==> config.mk <==
export PLATFORM = sky130hd
export DESIGN_NAME = mem_port_arbiter
export DESIGN_NICKNAME = d
export VERILOG_FILES = /design/src/rtl/mem_port_arbiter.sv
export SDC_FILE = /design/constraint.sdc
export NUM_CORES = 1
export LEC_CHECK = 0
export ABC_AREA = 1
export CAP_MARGIN = 25
export CORE_MARGIN = 4
export CORE_UTILIZATION = 36
export CTS_CLUSTER_DIAMETER = 150
export DETAILED_ROUTE_END_ITERATION = 8
export GPL_TIMING_DRIVEN = 0
export MAX_ROUTING_LAYER = met4
export PLACE_DENSITY = 0.91
export SETUP_SLACK_MARGIN = 0.2
export SKIP_LAST_GASP = 1
export SLEW_MARGIN = 10
export SYNTH_ARGS = -nofsm -noshare
export SYNTH_HDL_FRONTEND = slang
export SYNTH_SLANG_ARGS = --single-unit
==> constraint.sdc <==
create_clock -name clk_i -period 1.85 [get_ports clk_i]
set_input_delay 0.37 -clock clk_i [delete_from_list [all_inputs] [get_ports clk_i]]
set_output_delay 0.37 -clock clk_i [all_outputs]
set_load 0.005 [all_outputs]
==> src/rtl/mem_port_arbiter.sv <==
// Two-requester arbiter for the core's single external memory port.
// Data access wins by default; a saturating starvation counter guarantees fetch progress.
module mem_port_arbiter #(
    parameter int XLEN         = 32,
    parameter int STARVE_LIMIT = 4
) (
    input  logic              clk_i,
    input  logic              resetn_i,

    input  logic              if_req_i,
    input  logic [XLEN-1:0]   if_addr_i,
    output logic              if_gnt_o,
    output logic              if_rvalid_o,
    output logic [XLEN-1:0]   if_rdata_o,

    input  logic              dm_req_i,
    input  logic              dm_we_i,
    input  logic [XLEN-1:0]   dm_addr_i,
    input  logic [XLEN-1:0]   dm_wdata_i,
    input  logic [XLEN/8-1:0] dm_be_i,
    output logic              dm_gnt_o,
    output logic              dm_rvalid_o,
    output logic [XLEN-1:0]   dm_rdata_o,

    output logic              mem_req_o,
    output logic              mem_we_o,
    output logic [XLEN-1:0]   mem_addr_o,
    output logic [XLEN-1:0]   mem_wdata_o,
    output logic [XLEN/8-1:0] mem_be_o,
    input  logic              mem_gnt_i,
    input  logic              mem_rvalid_i,
    input  logic [XLEN-1:0]   mem_rdata_i,

    output logic              err_o
);

    localparam int BW = XLEN / 8;
    localparam logic [3:0] LIMIT_C = 4'(STARVE_LIMIT);

    typedef enum logic [1:0] {
        S_IDLE = 2'd0,
        S_REQ  = 2'd1,
        S_RSP  = 2'd2
    } state_e;

    state_e          state_q;
    logic            owner_dm_q;
    logic [3:0]      starve_q;
    logic [3:0]      starve_d;
    logic            mem_req_q;
    logic            mem_we_q;
    logic [XLEN-1:0] mem_addr_q;
    logic [XLEN-1:0] mem_wdata_q;
    logic [BW-1:0]   mem_be_q;
    logic            err_q;
    logic            err_d;
    logic            pick_dm_d;
    logic            gnt_hit_d;
    logic            rsp_hit_d;

    // Arbitration decision, handshake qualification and sticky error next value.
    always_comb begin
        pick_dm_d = dm_req_i && !(if_req_i && (starve_q == LIMIT_C));
        gnt_hit_d = (state_q == S_REQ) && mem_gnt_i;
        rsp_hit_d = (state_q == S_RSP) && mem_rvalid_i;
        err_d     = err_q
                  | (mem_rvalid_i && (state_q != S_RSP))
                  | (mem_gnt_i    && (state_q != S_REQ));
    end

    // Starvation counter: counts data grants taken while a fetch waits.
    always_comb begin
        starve_d = starve_q;
        case (state_q)
            S_IDLE: begin
                if (!if_req_i) begin
                    starve_d = 4'd0;
                end else begin
                    starve_d = starve_q;
                end
            end
            S_REQ: begin
                if (!mem_gnt_i) begin
                    starve_d = starve_q;
                end else if (!owner_dm_q) begin
                    starve_d = 4'd0;
                end else if (if_req_i && (starve_q < LIMIT_C)) begin
                    starve_d = starve_q + 4'd1;
                end else begin
                    starve_d = starve_q;
                end
            end
            default: starve_d = starve_q;
        endcase
    end

    // Transaction FSM with registered memory-side request fields.
    always_ff @(posedge clk_i or negedge resetn_i) begin
        if (!resetn_i) begin
            state_q     <= S_IDLE;
            owner_dm_q  <= 1'b0;
            starve_q    <= 4'd0;
            mem_req_q   <= 1'b0;
            mem_we_q    <= 1'b0;
            mem_addr_q  <= '0;
            mem_wdata_q <= '0;
            mem_be_q    <= '0;
            err_q       <= 1'b0;
        end else begin
            starve_q <= starve_d;
            err_q    <= err_d;
            case (state_q)
                S_IDLE: begin
                    if (dm_req_i || if_req_i) begin
                        state_q   <= S_REQ;
                        mem_req_q <= 1'b1;
                        if (pick_dm_d) begin
                            owner_dm_q  <= 1'b1;
                            mem_we_q    <= dm_we_i;
                            mem_addr_q  <= dm_addr_i;
                            mem_wdata_q <= dm_wdata_i;
                            mem_be_q    <= dm_be_i;
                        end else begin
                            owner_dm_q  <= 1'b0;
                            mem_we_q    <= 1'b0;
                            mem_addr_q  <= if_addr_i;
                            mem_wdata_q <= '0;
                            mem_be_q    <= {BW{1'b1}};
                        end
                    end
                end
                S_REQ: begin
                    if (mem_gnt_i) begin
                        mem_req_q <= 1'b0;
                        state_q   <= S_RSP;
                    end
                end
                S_RSP: begin
                    if (mem_rvalid_i) begin
                        state_q <= S_IDLE;
                    end
                end
                default: begin
                    state_q   <= S_IDLE;
                    mem_req_q <= 1'b0;
                end
            endcase
        end
    end

    assign mem_req_o   = mem_req_q;
    assign mem_we_o    = mem_we_q;
    assign mem_addr_o  = mem_addr_q;
    assign mem_wdata_o = mem_wdata_q;
    assign mem_be_o    = mem_be_q;
    assign err_o       = err_q;

    // Grant and response are pass-through so the owner sees them in the same cycle as memory.
    assign if_gnt_o    = gnt_hit_d && !owner_dm_q;
    assign dm_gnt_o    = gnt_hit_d &&  owner_dm_q;
    assign if_rvalid_o = rsp_hit_d && !owner_dm_q;
    assign dm_rvalid_o = rsp_hit_d &&  owner_dm_q;
    assign if_rdata_o  = if_rvalid_o ? mem_rdata_i : '0;
    assign dm_rdata_o  = dm_rvalid_o ? mem_rdata_i : '0;

endmodule

* Yosys cells after proc, flatten, opt, wreduce, memory -nomap -nowiden
Cells that the tools add are included.
** Word-level totals
- Input port bits :: 139
- Output and inout port bits :: 139
- Flip-flop bits (word level) :: 78
** Operators by class
- Reductions and logical operators :: 20
- Equality and inequality tests :: 10
- Bitwise logic cells :: 3
- Magnitude comparators :: 1
- $add $sub $neg :: 1
- Muxes and demuxes :: 19
** Operators with widths (number)
- 32-bit 2-to-1 mux :: 4
- 4-bit 2-to-1 mux :: 5
- 1-bit logical AND :: 11
- 2-bit inequality test (second input constant) :: 5
- 4-bit one-hot mux with 2 select lines :: 1
- 2-bit 2-to-1 mux :: 3
- 2-bit one-hot mux with 3 select lines :: 1
- 3-bit AND reduction :: 2
- 4-bit by 1-bit adder with 4-bit output (second input constant) :: 1
- 4-bit by 3-bit equality test with 1-bit output (second input constant) :: 1
- 4-bit by 3-bit less-than comparator with 1-bit output (second input constant) :: 1
- 1-bit 2-to-1 mux :: 4
- 4-bit AND reduction :: 1
- 3-bit by 2-bit inequality test with 1-bit output (second input constant) :: 1
- 1-bit one-hot mux with 3 select lines :: 1
- 2-bit by 1-bit equality test with 1-bit output (second input constant) :: 1
- 2-bit equality test (second input constant) :: 1
- 1-bit logical NOT :: 2
- 2-bit logical NOT :: 1
- 2-bit by 1-bit inequality test with 1-bit output (second input constant) :: 1
- 1-bit bitwise OR :: 2
- 2-bit AND reduction :: 1
- 2-bit nonzero test :: 1
- 1-bit logical OR :: 1
- 1-bit inverter :: 1

* Depth between registers and ports, before layout
Gate-level depths: netlist of run 1.
- Depth after elaboration :: 6
- Mapped depth :: 10
- Mapped depth without buffers :: 9

* Least setup slack after synthesis of run 1
OpenSTA, ideal clock, no wires.
- Path type :: flip-flop to output port
- From :: register state_q[0]
- To :: output port dm_rdata_o[22]
- Cell stages (with the launch flop) :: 7
- Required time :: 1.480 ns
- Slack :: 0.430 ns
- Path buffers :: 1
- Arrival time :: 1.050 ns
- Path through :: dfrtp_1 inv_1 nand2_1 inv_1 nand3_1 buf_2 nor2_1
** Between the ends
- Longest elaborated chain between the ends :: 4
** Ends and longest elaborated chain
- start: declaration :: line 46 : state_e state_q;
- start signal: assignment :: line 100 : state_q <= S_IDLE;
- start signal: assignment :: line 115 : state_q <= S_REQ;
- start signal: assignment :: line 135 : state_q <= S_RSP;
- 2-bit equality test :: line 65 : rsp_hit_d = (state_q == S_RSP) && mem_rvalid_i;
- 1-bit logical AND :: line 65
- 1-bit logical AND :: line 162 : assign dm_rvalid_o = rsp_hit_d && owner_dm_q;
- 32-bit 2-to-1 mux :: line 164 : assign dm_rdata_o = dm_rvalid_o ? mem_rdata_i : '0;
- end: declaration :: line 23 : output logic [XLEN-1:0] dm_rdata_o,
Every way passes these cells.

* Final worst setup path of run 1
- From :: register state_q[0]
- To :: output port if_rdata_o[18]
** Between the ends
- Longest elaborated chain between the ends :: 4
** Ends and longest elaborated chain
- 2-bit equality test :: line 65
- 1-bit logical AND :: line 65
- 1-bit logical AND :: line 161 : assign if_rvalid_o = rsp_hit_d && !owner_dm_q;
- 32-bit 2-to-1 mux :: line 163 : assign if_rdata_o = if_rvalid_o ? mem_rdata_i : '0;
- end: declaration :: line 14 : output logic [XLEN-1:0] if_rdata_o,
Every way passes these cells.

==> impl_metrics.json, run 1 <==
{
  "synthAdderAreaFrac_pct": 0.604,
  "path_cells": "inv_2 -> nand2_4 -> inv_4 -> nand3_4 -> buf_6 -> buf_6 -> buf_6 -> nor2_1 -> buf_2",
  "cp_data_required_time_ps": 1480,
  "synth_xor_area_share_pct": 0,
  "fmax_mhz": 494,
  "slew_headroom_pct": 69.3,
  "portBuffers": 276,
  "wirelength_um": 18600,
  "holdPathEnd": "mem_addr_o[7]$_DFFE_PN0P_",
  "dp_slack_ps": -519,
  "final_common_cell": "nand2_1",
  "hold_viol_final": 0,
  "crit_path_max_incr_delay_ps": 380,
  "r2r-start": "state_q[1]$_DFFE_PN0P_",
  "cts_max_level": 3,
  "via_count": 5196,
  "p_leak_nw": 4.36,
  "grt_max_degree": 52,
  "die_h_um": 115,
  "clock_latency_ps": 330,
  "cts.sinks": 78,
  "critPathArrivalTime_ps": 1660,
  "synth_compound_area_share_pct": 1.18,
  "ant_nets": 0,
  "r2r_slack_ps": 130,
  "fin_ws_ps": -175,
  "synth_top_cell_area_share_pct": 47.1,
  "cts_tree": "yes",
  "placed_area_mm2": 0.00710,
  "synth.area.top_cells": "dfrtp_1 (47%), nand2_1 (20%), inv_1 (9.8%)",
  "nets": 1087,
  "setup_viol": 51,
  "numCtsBuffers": 9,
  "post_drt_wl_per_cell_um": 17.0,
  "drive_gt1_share_pct": 24.5,
  "crit_top_cell": "buf_6",
  "synth_seq_area_share_pct": 47.1,
  "worst_hold_path.num_cells": 2,
  "dieWidth_um": 115,
  "final_cell_mix": "nand2_1 (213), clkdlybuf4s50_1 (205), inv_1 (103)",
  "fin_setup_tns_ps": -3990,
  "grt_pass1_vias": 4999,
  "r2r_end": "mem_wdata_o[29]$_DFFE_PN0P_",
  "hp-class": "register to register",
  "route.detailed.drc": 0,
  "syn2layout_area_growth_pct": 97.0,
  "firstDrtPassIters": 5,
  "critPathSlowestCell": "dfrtp_1",
  "rows": 38,
  "clk_pin_slew_ps": 60,
  "slew_violations": 0,
  "synth_fp_nets": 743,
  "cts-root-buf": "clkbuf_16",
  "critPathMaxFanout": 7,
  "power_per_cell_area_mw_per_mm2": 1190,
  "start_util_pct": 37.5,
  "reg2regPathDepth": 10,
  "drv_cap": 0,
  "yosys.area.top_type": "dfrtp_1",
  "synthMuxAreaShare_pct": 0,
  "syn_area_mm2": 0.00414,
  "fin_area_mm2": 0.00816,
  "criticalPathCategory": "register to primary output",
  "period_needed_ps": 2030,
  "ios": 278,
  "core_mm2": 0.0110,
  "drt_iter0_markers": 289,
  "antenna_found_initial": 4,
  "fin_worst_skew_ps": 8.44,
  "clk_path_buf_depth": 2,
  "grt_pass1_wl_um": 25100,
  "ys_types": 22,
  "overflow": 0,
  "violations": "setup timing",
  "synth_cells": 602,
  "yosys_warnings": 0,
  "die_area_mm2": 0.0133,
  "vdd_drop_max_mv": 0.778,
  "status": "complete, but fails checks",
  "synth_top_family_by_area": "simple AND/OR/NAND/NOR gates",
  "syn_avg_cell_area_um2": 6.88,
  "hp-start": "mem_addr_o[7]$_DFFE_PN0P_",
  "rsz0062_at_grt": "true",
  "startpoint_type": "register",
  "grt_usage_pct": 25.4,
  "fin_crit_sh_pct": 109,
  "gp_congestion": 0.907,
  "endpoint_kind": "primary output",
  "synthSimpleGateAreaFrac_pct": 36.7,
  "synth-seq-cells": 78,
  "worst_slew_pin_slew_ps": 461,
  "hpwl_um": 12800,
  "vias_per_cell": 4.75
}
==> metal layers <==
metal,vias to the layer above,GRT usage [%],routed length [µm]
met5,-,-,0
met3,61,7.32,1690
li1,2465,-,-
met1,2398,25.3,6570
met2,272,44.8,9440
met4,0,13.4,918
==> logic make-up (layout without fill, tap and decap cells) <==
kind of cell | Yosys count | count (layout)
AOI/OAI and AO/OA | 7 | 7
adders and majority gates | 2 | 2
buffers and inverters | 140 | 489
DFF | 78 | 78
other | 0 | 4
and+or+nand+nor | 375 | 375
==> Yosys cell counts <==
cell type and number:
nand2_1 217, inv_1 108, nor2_1 82, dfrtp_1 78
nand3_1 68, buf_2 16, buf_4 7, o21ai_0 4
buf_6 3, inv_2 3, clkbuf_1 2, ha_1 2
nand2_2 2, nand4_1 2, a21boi_0 1, a21oi_1 1
buf_1 1, nand3_2 1, nor2_2 1, nor2_4 1
nor3_1 1, o21ai_4 1
==> critical path: cells and delay by family (launching register included) <==
kind                   cells  cell delay (ps)
buffers and inverters      6              660
DFF                        1              380
and+or+nand+nor            3              280
==> sequential cells by signal (all words and copies together) (netlist names), 2 cells and up <==
register,flops
starve_q,4
mem_addr_o,32
mem_wdata_o,32
state_q,2
mem_be_o,4
==> worst max path at each step <==
stage | start | to | cells past startpoint
after floorplan | state_q[0]$_DFFE_PN0P_ | dm_rdata_o[22] | 6
after global placement | resetn_i | mem_addr_o[17]$_DFFE_PN0P_ | 1
after detailed placement | mem_rvalid_i | dm_rdata_o[3] | 5
after CTS | state_q[0]$_DFFE_PN0P_ | if_rdata_o[16] | 9
after global routing | state_q[0]$_DFFE_PN0P_ | if_rdata_o[18] | 9
final | state_q[0]$_DFFE_PN0P_ | if_rdata_o[18] | 9
==> per-stage QoR <==
| step | cells | power (W) | hold slack (ps) | utilization [%] |
|---|---|---|---|---|
| global placement | 1018 | 0.00699 | 461 | 64.2 |
| floorplan | 602 | 0.00454 | 74.4 | - |
| CTS | 1066 | 0.00908 | 481 | 68.2 |
| detailed placement | 1019 | 0.00712 | 325 | 64.4 |
| global route | 1095 | 0.0104 | 493 | 74.0 |
| finish | 1095 | 0.00974 | 480 | 74.0 |
==> power breakdown <==
| part | leakage, nW | internal, W | switching (W) |
|---|---|---|---|
| sequential | 0.964 | 0.00246 | 0.000464 |
| clock | 0.142 | 0.000940 | 0.000685 |
| combinational | 3.26 | 0.00287 | 0.00232 |
| total | 4.36 | 0.00627 | 0.00347 |
==> layout make-up <==
type | instances | area, µm²
fillers | 798 | 2870
clock buffers | 10 | 239
flip-flops and latches | 78 | 1950
repair inverters | 1 | 5.00
multi-input cells | 384 | 1890
repair buffers | 332 | 3120
plain buffers | 29 | 292
clock inverters | 6 | 37.5
well taps | 140 | 175
inverters | 111 | 439
diodes | 4 | 10.0
==> what timing repair did <==
item,4_1_cts,5_1_grt
hold buffers,1,0
resized for setup,343,111
buffers inserted,27,21
endpoints found under the hold margin,27,0
cloned,3,4
pin swaps,16,20
setup endpoints to repair,103,130
No activity file was read; power rests on OpenSTA's default activity.
==> inputs of run 2 (changes only) <==
--- a/config.mk
+++ b/config.mk
@@ -6,13 +6,12 @@
 export NUM_CORES = 1
 export LEC_CHECK = 0
 export ABC_AREA = 1
-export CAP_MARGIN = 25
+export CAP_MARGIN = 20
 export CORE_MARGIN = 4
 export CORE_UTILIZATION = 36
 export CTS_CLUSTER_DIAMETER = 150
 export DETAILED_ROUTE_END_ITERATION = 8
 export GPL_TIMING_DRIVEN = 0
-export MAX_ROUTING_LAYER = met4
 export PLACE_DENSITY = 0.91
 export SETUP_SLACK_MARGIN = 0.2
 export SKIP_LAST_GASP = 1
==> impl_metrics.json, run 2 (same netlist as run 1, synthesis figures left out) <==
{
  "cp_data_required_time_ps": 1480,
  "antenna_found_initial": 4,
  "portBuffers": 276,
  "numCtsBuffers": 9,
  "fin_crit_sh_pct": 110,
  "endpoint_kind": "primary output",
  "swShare_pct": 35.6,
  "worst_slew_pin_slew_ps": 461,
  "drv_cap": 0,
  "period_needed_ps": 2030,
  "hold_viol_final": 0,
  "vdd_drop_max_mv": 0.778,
  "dieWidth_um": 115,
  "fin_ws_ps": -179,
  "power_w": 0.00974,
  "hpwl_um": 12800,
  "drt_iter0_markers": 274,
  "final_common_cell": "nand2_1",
  "startpoint_type": "register",
  "core_mm2": 0.0110,
  "critPathMaxFanout": 7,
  "rsz0062_at_grt": "true",
  "firstDrtPassIters": 5,
  "crit_family": "buffers and inverters",
  "overflow": 0,
  "fin_worst_skew_ps": 7.42,
  "clock_latency_ps": 330,
  "wirelength_um": 18700,
  "drive_gt1_share_pct": 24.6,
  "grt_pass1_vias": 4975,
  "ios": 278,
  "top_layer": "met4",
  "p_leak_nw": 4.37,
  "setup_viol": 52,
  "syn2layout_area_growth_pct": 97.1,
  "gp_congestion": 0.892,
  "criticalPathCategory": "register to primary output",
  "post_drt_wl_per_cell_um": 17.0,
  "violations": "setup timing",
  "cts_tree": "yes",
  "die_h_um": 115,
  "cts-root-buf": "clkbuf_16",
  "fillers": 796,
  "p_int_w": 0.00628,
  "slew_headroom_pct": 69.3,
  "final_util_pct": 74.0,
  "fin_setup_tns_ps": -4220,
  "cts_max_level": 3,
  "crit_path_max_incr_delay_ps": 380,
  "hp-class": "register to register",
  "power_per_cell_area_mw_per_mm2": 1190,
  "clk_path_buf_depth": 2,
  "seq_power_share_pct": 30.1,
  "route.met2.wl_um": 9560,
  "met1_length_um": 6620,
  "grt_usage_pct": 24.8,
  "combPwrFrac_pct": 53.3,
  "final_cell_mix": "nand2_1 (213), clkdlybuf4s50_1 (205), inv_1 (103)",
  "power.switching_w": 0.00347,
  "start_util_pct": 37.5,
  "grt_max_degree": 52,
  "wl_met3_um": 1680,
  "critPathArrivalTime_ps": 1660,
  "crit_top_cell": "buf_6",
  "grt_pass1_wl_um": 25300,
  "vias_per_cell": 4.69,
  "critPathSlowestCell": "dfrtp_1",
  "status": "complete, but fails checks",
  "slew_violations": 0,
  "power_frac_clock_pct": 16.6,
  "clk_pin_slew_ps": 60,
  "nets": 1088,
  "path_cells": "inv_2 -> nand2_4 -> inv_4 -> nand3_4 -> buf_6 -> buf_6 -> buf_6 -> nor2_1 -> buf_2",
  "via_count": 5135,
  "fmax_mhz": 493,
  "cts.sinks": 78,
  "die_area_mm2": 0.0133,
  "ant_nets": 0,
  "whs_ps": 480,
  "crit_buf_inv": 6,
  "route.detailed.drc": 0,
  "rows": 38
}
==> run 2: cell types whose count changed in the layout (fill, tap and decap cells not counted) <==
cell   before  now
buf_4      25   26
buf_8      12   11
buf_6      45   46
==> run 2: layout make-up <==
type                            count  area [µm²]  share of cell area (%)
Tap cell                          140         175                    2.15
Inverter                          111         439                    5.38
Multi-Input combinational cell    384        1890                    23.1
Antenna cell                        4        10.0                   0.123
Sequential cell                    78        1950                    23.9
Timing Repair Buffer              333        3130                    38.3
Clock inverter                      6        37.5                   0.460
Clock buffer                       10         239                    2.93
Timing Repair inverter              1        5.00                  0.0613
Buffer                             29         288                    3.53
==> run 2: metrics by stage <==
stage	cells	instance area [µm²]	setup WS (ps)
floorplan	602	4140	430
global placement	1018	7080	-2400
detailed placement	1019	7100	-519
CTS	1066	7520	-134
global route	1096	8160	-246
finish	1096	8160	-179
==> run 2: metal layers <==
metal / global-route usage (%) / up-vias
li1: - / 2472
met1: 25.0 / 2379
met2: 44.6 / 236
met3: 8.47 / 48
met4: 13.4 / 0
met5: 0 / -
==> run 2: what timing repair did <==
item / in CTS / in global routing
gates resized for setup: 343 / 110
hold buffers: 1 / 0
buffers inserted: 27 / 22
endpoints found under the hold margin: 27 / 0
cloned: 3 / 4
pin swaps: 16 / 20
endpoints found under the setup margin: 103 / 130
==> run 2: power groups by stage <==
stage / Combinational [W] / Sequential (W) / Clock, W
final: 0.00519 / 0.00293 / 0.00162
after global routing: 0.00563 / 0.00301 / 0.00174
after CTS: 0.00451 / 0.00292 / 0.00166
after detailed placement: 0.00420 / 0.00292 / 0
after global placement: 0.00409 / 0.00290 / 0
after floorplan: 0.00160 / 0.00294 / 0
==> run 2: worst paths after layout <==
| path | slack (ps) | depth (start not counted) | end | from |
|---|---|---|---|---|
| hold reg to reg | 480 | 2 | mem_addr_o[7]$_DFFE_PN0P_ | mem_addr_o[7]$_DFFE_PN0P_ |
| min in group asynchronous | 510 | 2 | mem_addr_o[29]$_DFFE_PN0P_ | resetn_i |
| hold / removal | 480 | 2 | mem_addr_o[7]$_DFFE_PN0P_ | mem_addr_o[7]$_DFFE_PN0P_ |
| setup / recovery | -180 | 9 | if_rdata_o[18] | state_q[0]$_DFFE_PN0P_ |
| max in group asynchronous | 750 | 3 | mem_addr_o[18]$_DFFE_PN0P_ | resetn_i |
| setup reg to reg | 140 | 10 | mem_wdata_o[23]$_DFFE_PN0P_ | state_q[1]$_DFFE_PN0P_ |
==> run 2: worst register-to-register path, delay by kind of cell (launching register included) <==
kind	cells	cell delay, ps
buffers and inverters	6	820
flip-flops	1	410
AND/OR/NAND/NOR	4	420
==> inputs of run 3 (changes only) <==
--- a/config.mk
+++ b/config.mk
@@ -10,12 +10,13 @@
 export CORE_MARGIN = 4
 export CORE_UTILIZATION = 36
 export CTS_CLUSTER_DIAMETER = 150
+export CTS_CLUSTER_SIZE = 24
 export DETAILED_ROUTE_END_ITERATION = 8
 export GPL_TIMING_DRIVEN = 0
 export PLACE_DENSITY = 0.91
 export SETUP_SLACK_MARGIN = 0.2
 export SKIP_LAST_GASP = 1
-export SLEW_MARGIN = 10
+export SLEW_MARGIN = 20
 export SYNTH_ARGS = -nofsm -noshare
 export SYNTH_HDL_FRONTEND = slang
 export SYNTH_SLANG_ARGS = --single-unit
==> results of run 3 <==
Same layout as run 2: the final DEF is identical, and so are final timing and power.
